File: src/rtl/cla_seq_add_ctrl.sv
// Sequential WIDTH-bit add/subtract that reuses one 4-bit carry-lookahead slice, LSB nibble first.
// done pulses NSLICE cycles after the accept edge; start is ignored while busy (no queuing).
module cla_seq_add_ctrl #(
    parameter int WIDTH = 16
) (
    input  logic             clk,
    input  logic             rst,
    input  logic             start,
    input  logic             sub,
    input  logic             cin,
    input  logic [WIDTH-1:0] a,
    input  logic [WIDTH-1:0] b,
    output logic             busy,
    output logic             done,
    output logic [WIDTH-1:0] sum,
    output logic             cout,
    output logic             ovf,
    output logic             all_prop
);

    localparam int NSLICE = WIDTH / 4;
    localparam int IDX_W  = (NSLICE > 1) ? $clog2(NSLICE) : 1;

    generate
        if ((WIDTH % 4) != 0 || WIDTH < 8) begin : g_bad_width
            $error("cla_seq_add_ctrl: WIDTH must be a multiple of 4 and at least 8");
        end
    endgenerate

    typedef enum logic [1:0] {
        IDLE = 2'd0,
        RUN  = 2'd1,
        DONE = 2'd2
    } state_t;

    state_t           state;
    logic [WIDTH-1:0] a_r;
    logic [WIDTH-1:0] b_r;
    logic             carry;
    logic             prop_acc;
    logic [IDX_W-1:0] idx;

    logic [3:0] sl_a;
    logic [3:0] sl_b;
    logic [3:0] sl_p;
    logic [3:0] sl_g;
    logic [3:0] sl_c;
    logic [3:0] sl_s;
    logic       grp_p;
    logic       grp_g;
    logic       carry_nxt;
    logic       last;

    // One CLA slice; its carry-in comes only from the carry register.
    always_comb begin
        sl_a    = a_r[4*idx +: 4];
        sl_b    = b_r[4*idx +: 4];
        sl_p    = sl_a ^ sl_b;
        sl_g    = sl_a & sl_b;
        sl_c[0] = carry;
        sl_c[1] = sl_g[0] | (sl_p[0] & carry);
        sl_c[2] = sl_g[1] | (sl_p[1] & sl_g[0]) | (sl_p[1] & sl_p[0] & carry);
        sl_c[3] = sl_g[2] | (sl_p[2] & sl_g[1]) | (sl_p[2] & sl_p[1] & sl_g[0])
                | (sl_p[2] & sl_p[1] & sl_p[0] & carry);
        grp_p   = &sl_p;
        grp_g   = sl_g[3] | (sl_p[3] & sl_g[2]) | (sl_p[3] & sl_p[2] & sl_g[1])
                | (sl_p[3] & sl_p[2] & sl_p[1] & sl_g[0]);
        sl_s    = sl_p ^ sl_c;
        carry_nxt = grp_g | (grp_p & carry);
        last    = (idx == IDX_W'(NSLICE - 1));
    end

    always_ff @(posedge clk) begin
        if (rst) begin
            state    <= IDLE;
            busy     <= 1'b0;
            done     <= 1'b0;
            sum      <= '0;
            cout     <= 1'b0;
            ovf      <= 1'b0;
            all_prop <= 1'b0;
            a_r      <= '0;
            b_r      <= '0;
            carry    <= 1'b0;
            prop_acc <= 1'b0;
            idx      <= '0;
        end else begin
            done <= 1'b0;
            case (state)
                IDLE: begin
                    if (start) begin
                        a_r      <= a;
                        b_r      <= sub ? ~b : b;
                        carry    <= sub ? 1'b1 : cin;
                        idx      <= '0;
                        prop_acc <= 1'b1;
                        sum      <= '0;
                        cout     <= 1'b0;
                        ovf      <= 1'b0;
                        all_prop <= 1'b0;
                        busy     <= 1'b1;
                        state    <= RUN;
                    end
                end
                RUN: begin
                    sum[4*idx +: 4] <= sl_s;
                    carry    <= carry_nxt;
                    prop_acc <= prop_acc & grp_p;
                    idx      <= idx + 1'b1;
                    if (last) begin
                        // sl_s[3] is the result MSB being written on this edge.
                        cout     <= carry_nxt;
                        all_prop <= prop_acc & grp_p;
                        ovf      <= (a_r[WIDTH-1] == b_r[WIDTH-1]) & (sl_s[3] != a_r[WIDTH-1]);
                        idx      <= '0;
                        done     <= 1'b1;
                        state    <= DONE;
                    end
                end
                DONE: begin
                    busy  <= 1'b0;
                    state <= IDLE;
                end
                default: begin
                    busy  <= 1'b0;
                    state <= IDLE;
                end
            endcase
        end
    end

endmodule

File: config.mk
export PLATFORM = sky130hd
export DESIGN_NAME = cla_seq_add_ctrl
export DESIGN_NICKNAME = d
export VERILOG_FILES = /design/src/rtl/cla_seq_add_ctrl.sv
export SDC_FILE = /design/constraint.sdc
export NUM_CORES = 1
export LEC_CHECK = 0
export ABC_CLOCK_PERIOD_IN_PS = 2700
export CORE_MARGIN = 2
export CORE_UTILIZATION = 47
export CTS_BUF_LIST = sky130_fd_sc_hd__clkbuf_8
export DETAILED_ROUTE_END_ITERATION = 10
export GPL_ROUTABILITY_DRIVEN = 0
export PLACE_DENSITY = 0.78
export SYNTH_ARGS = -nofsm -noshare
export SYNTH_HDL_FRONTEND = slang
export SYNTH_SLANG_ARGS = --single-unit
File: constraint.sdc
create_clock -name clk -period 2.7 [get_ports clk]
set_input_delay 0.405 -clock clk [delete_from_list [all_inputs] [get_ports clk]]
set_output_delay 0.405 -clock clk [all_outputs]
set_load 0.02 [all_outputs]
; Word level (Yosys, flattened, before mapping)
; Cells that the tools add are included.
[op_classes]
muxes = 24
add_sub_neg = 2
n_bitwise = 32
reduce_logical = 9
n_shift = 4
eq_ne = 6
[ops]
columns = operator, n
row1 = negator 4 -> 34 bit, 1
row2 = "variable shift 4 x 34 -> 16 bit, first input constant", 1
row3 = indexed part select 4 x 34 -> 16 bit, 1
row4 = 2-to-1 mux 16 bit, 2
row5 = one-hot mux 16 bit (2 select lines), 1
row6 = indexed part select 16 x 5 -> 4 bit, 2
row7 = bitwise AND 1 bit, 17
row8 = bitwise mux 16 bit, 1
row9 = inverter 16 bit, 1
row10 = one-hot mux 1 bit (2 select lines), 6
row11 = bitwise OR 1 bit, 10
row12 = 2-to-1 mux 1 bit, 8
row13 = 2-to-1 mux 2 bit, 4
row14 = one-hot mux 2 bit (2 select lines), 2
row15 = AND reduction 2 bit, 4
row16 = XOR 4 bit, 2
row17 = bitwise AND 4 bit, 1
row18 = "!= test 2 bit, second input constant", 2
row19 = AND reduction 4 bit, 1
row20 = AND reduction 3 bit, 1
row21 = "adder 2 x 1 -> 2 bit, second input constant", 1
row22 = "== test 2 x 1 -> 1 bit, second input constant", 1
row23 = "== test 2 bit, second input constant", 1
row24 = zero test 2 bit, 1
row25 = other kinds (5), 5
[totals]
elab_cells = 89
output_inout_bits = 21
ff_bits = 59
in_bits = 37

; Longest topological paths before layout
[depth]
ltp_word = 11
ltp_mapped = 7

; Worst setup path before layout
; Ideal clock, no wire load.
[synth_path]
path_kind = register to register
start = reg idx[1]
end = reg ovf
path_stages_with_launch = 8
t_arrival_ps = 2666
setup_ps = 122
required_time_ps = 2578
path_slack_ps = -88
path_cell_list = dfxtp_1 > clkbuf_1 > mux4_2 > ha_1 > a21o_1 > a311o_1 > and2_0 > a221o_1
[synth_via]
elab_chain_len = 11
[synth_rtl]
columns = element, line
row1 = "start, declared", 41  ; logic [IDX_W-1:0] idx;
row2 = "start signal, assigned", 109  ; idx <= idx + 1'b1;
row3 = "indexed part select 16 x 5 -> 4 bit, on equally long branches", "56, 57"
row4 = XOR 4 bit / bitwise AND 4 bit (equally long branches), "58, 59"
row5 = "bitwise AND 1 bit, on equally long branches", "63, 64"
row6 = "bitwise OR 1 bit, or another cell as far along", 63  ; sl_c[3] = sl_g[2] | (sl_p[2] & sl_g[1]) | (sl_p[2] & sl_p[1] & sl_g[0])
row7 = bitwise OR 1 bit / bitwise AND 1 bit (equally long branches), "63, 64"
row8 = bitwise OR 1 bit, 64  ; | (sl_p[2] & sl_p[1] & sl_p[0] & carry);
row9 = XOR 4 bit, 68  ; sl_s = sl_p ^ sl_c;
row10 = != test 1 bit, 114  ; ovf <= (a_r[WIDTH-1] == b_r[WIDTH-1]) & (sl_s[3] != a_r[WIDTH-1]);
row11 = bitwise AND 1 bit, 114
row12 = 2-to-1 mux 1 bit, 110  ; if (last) begin
row13 = one-hot mux 1 bit (2 select lines), 89  ; case (state)
row14 = "end signal, assigned", 114
row15 = "end, declared", 17  ; output logic ovf,
; Several ways; a longest one is shown, not always the timed one. The select of a mux whose other input is x is not followed.
; A chain may end at the register's enable or synchronous reset.

; Final worst setup path
[layout_path]
start = reg idx[0]
end = reg ovf
; The elaborated chain is that of the path after synthesis.

==> metrics <==
Psw=0.536 mW; clock tree root driver cell=clkbuf_8; Post-synth ARST share=0%; clock network power share=34.4%; Syn Area/Cell=9.36 sq um; Slew @ Worst Pin=0.694 ns; register bit total from synthesis=59; Slew Viols, Final=0; Worst IR Drop VDD=318 uV; n_diodes=0; Worst Path Arrival=2.70 ns; peak per-stage delay on the critical path=0.57 ns; TritonCTS buffer count=9; P&R area growth vs syn=31.1%; Startpoint Class=register; DR iter-0 viols=112; crit path max fanout=7; Die Ht=79.9 um; CTS tree=done; most common cell after layout, fill and taps aside=dfxtp_1; area leader, netlist=dfxtp_1; drt wl/cell=13.9 um; RSZ-0062 raised after global routing=false; Slew headroom=53.1%; Post-DP Area=0.00337 sq mm; first-pass GRT wire length=10.3 mm; Worst-path clk slew=0.06 ns; final instance area=0.00355 sq mm; sequential-to-total area share from yosys stat=43.6%; drt total wl=5.95 mm; internal power component=1.47 mW; Ys Warns=0; Die Area=0.00638 sq mm; Max Fclk=405 MHz; critical path class=reg -> reg; drt pass-1 iters=4; drt via density=5.36; ranking of synthesized cells by area=dfxtp_1, mux4_2, xnor2_1; CP bufs+invs=0; Syn Inst Count=289; Cell Chain, Critical Path=mux4_2 -> ha_1 -> a21o_1 -> a311o_1 -> and2_0 -> a221o_1; initial antenna violation count=0; vias=2287; Synth top area share=43.6%; Final #Nets=398; Hold Path Stages=2; status=complete, no violations; Die Wd=79.9 um; Syn Nets=337; num rows=27; GRT overflow=0; H-tree levels=3; Initial Util=48.8%; Comb pwr share=18.1%; Sink Count=59; # IOs=58; drc violations=0; total core area=0.00554 sq mm; R2R depth=6; Hold Crit Class=in -> reg; Primary FF master, synth=dfxtp_1; post-synth design cell area=0.00271 sq mm; antenna viol nets, final=0; critical path data required time=2.93 ns; gr usage total=21.0%; vias in the first global route=2229; Clock Path Buffers=2; Power Dens Cells=564 mW/mm^2; minimum clock period=2.47 ns; FF-to-FF setup slack=0.23 ns; Stages on worst setup path=6; sw frac=26.8%; # Max-Cap Violations=0; static leakage=1.36 nW; worst skew pair latency=0.34 ns; cell family with most CP delay=compound AO/OA/AOI/OAI gates; largest net degree at the start of global routing=53; setup_tns=0 ns; part of the power in registers=47.5%; EDFF count, synth=0; Critical Path End Type=register; leading cell types in the layout, fill and taps excluded=dfxtp_1, clkdlybuf4s50_1, nand2_1, nor2_1, a21oi_1; Finish-stage setup viols=0; Setup Skew=0.00760 ns; PortBufs=57; Final Cycle Share=91.6%; Critical-path top delay cell=mux4_2; post-synthesis cell type count=43; ratio of cells with drive above 1 in the final layout=11.0%; DPL Wire Length=4.27 mm; Hold-fix buffers, CTS=0; Final Hold Viols=0
==> power by group through the flow <==
stage | combinational [mW] | clock (mW) | sequential, mW
2_1_floorplan | 0.226 | 0 | 0.965
6_report | 0.363 | 0.688 | 0.951
3_3_place_gp | 0.354 | 0 | 0.969
4_1_cts | 0.364 | 0.704 | 0.951
3_5_place_dp | 0.361 | 0 | 0.970
5_1_grt | 0.401 | 0.742 | 0.959
==> kinds of logic after synthesis <==
logic type	share of synthesized area [%]
buffers and inverters	3.74
adders and majority gates	5.36
xor gates and xnor gates	5.83
and+or+nand+nor	17.5
muxes	7.03
AOI/OAI and AO/OA	16.9
DFF	43.6
==> per-layer routing <==
layer	up-vias	share of wire [%]	GRT usage (%)
li1	1143	-	-
met1	1056	44	25.7
met2	74	48	34.2
met3	14	5.2	5.09
met4	0	2.6	10.8
met5	-	0	0
==> cell type report <==
type	instances	area, sq um
Clock inverter	5	21.3
Multi-Input combinational cell	206	1430
Timing Repair Buffer	69	656
Sequential cell	59	1180
Clock buffer	11	151
Inverter	5	18.8
Fill cell	481	1990
Tap cell	72	90.1
==> Yosys cell counts (2+ instances only) <==
cell type	number
clkbuf_1	7
a21o_1	3
and3_1	2
xor2_1	2
inv_1	5
nor2_1	35
ha_1	10
buf_2	9
nand2b_1	3
a22oi_1	9
nand2_1	35
nand3_1	3
xnor2_1	16
buf_1	3
o21ai_0	5
mux4_2	8
nand3b_1	4
dfxtp_1	59
a21oi_1	27
nor2b_1	2
nor3_1	2
a211oi_1	16
a32oi_1	4
==> flip-flops by register name, summed over array words and instances (netlist names), 2 cells and up <==
name	flops
b_r	16
sum	16
idx	2
a_r	16
state	2
==> repair_timing <==
| item | in CTS | in global routing |
|---|---|---|
| resized for setup | 0 | 1 |
| endpoints found under the setup margin | 0 | 9 |
| buffers inserted | 0 | 0 |
==> worst paths after layout <==
path                                        endpoint                  from
worst min-delay path             idx[0]$_SDFFE_PP0P_                   rst
worst min register to register  a_r[11]$_SDFFE_PP0P_  a_r[11]$_SDFFE_PP0P_
worst max register to register      ovf$_SDFFE_PP0P_   idx[0]$_SDFFE_PP0P_
worst max-delay path                ovf$_SDFFE_PP0P_   idx[0]$_SDFFE_PP0P_
==> per-stage QoR <==
step / power (mW) / util [%] / hold slack [ns] / instances / setup slack, ns
final: 2.00 / 64.0 / 0.368 / 427 / 0.228
after CTS: 2.02 / 64.0 / 0.363 / 427 / 0.0900
after global routing: 2.10 / 64.0 / 0.377 / 427 / 0.0624
after floorplan: 1.19 / - / 0.433 / 289 / 0.0149
after global placement: 1.32 / 60.9 / 0.445 / 411 / 0.147
after detailed placement: 1.33 / 60.9 / 0.448 / 411 / 0.0985
Note: power is estimated with default switching activity, not from simulation.
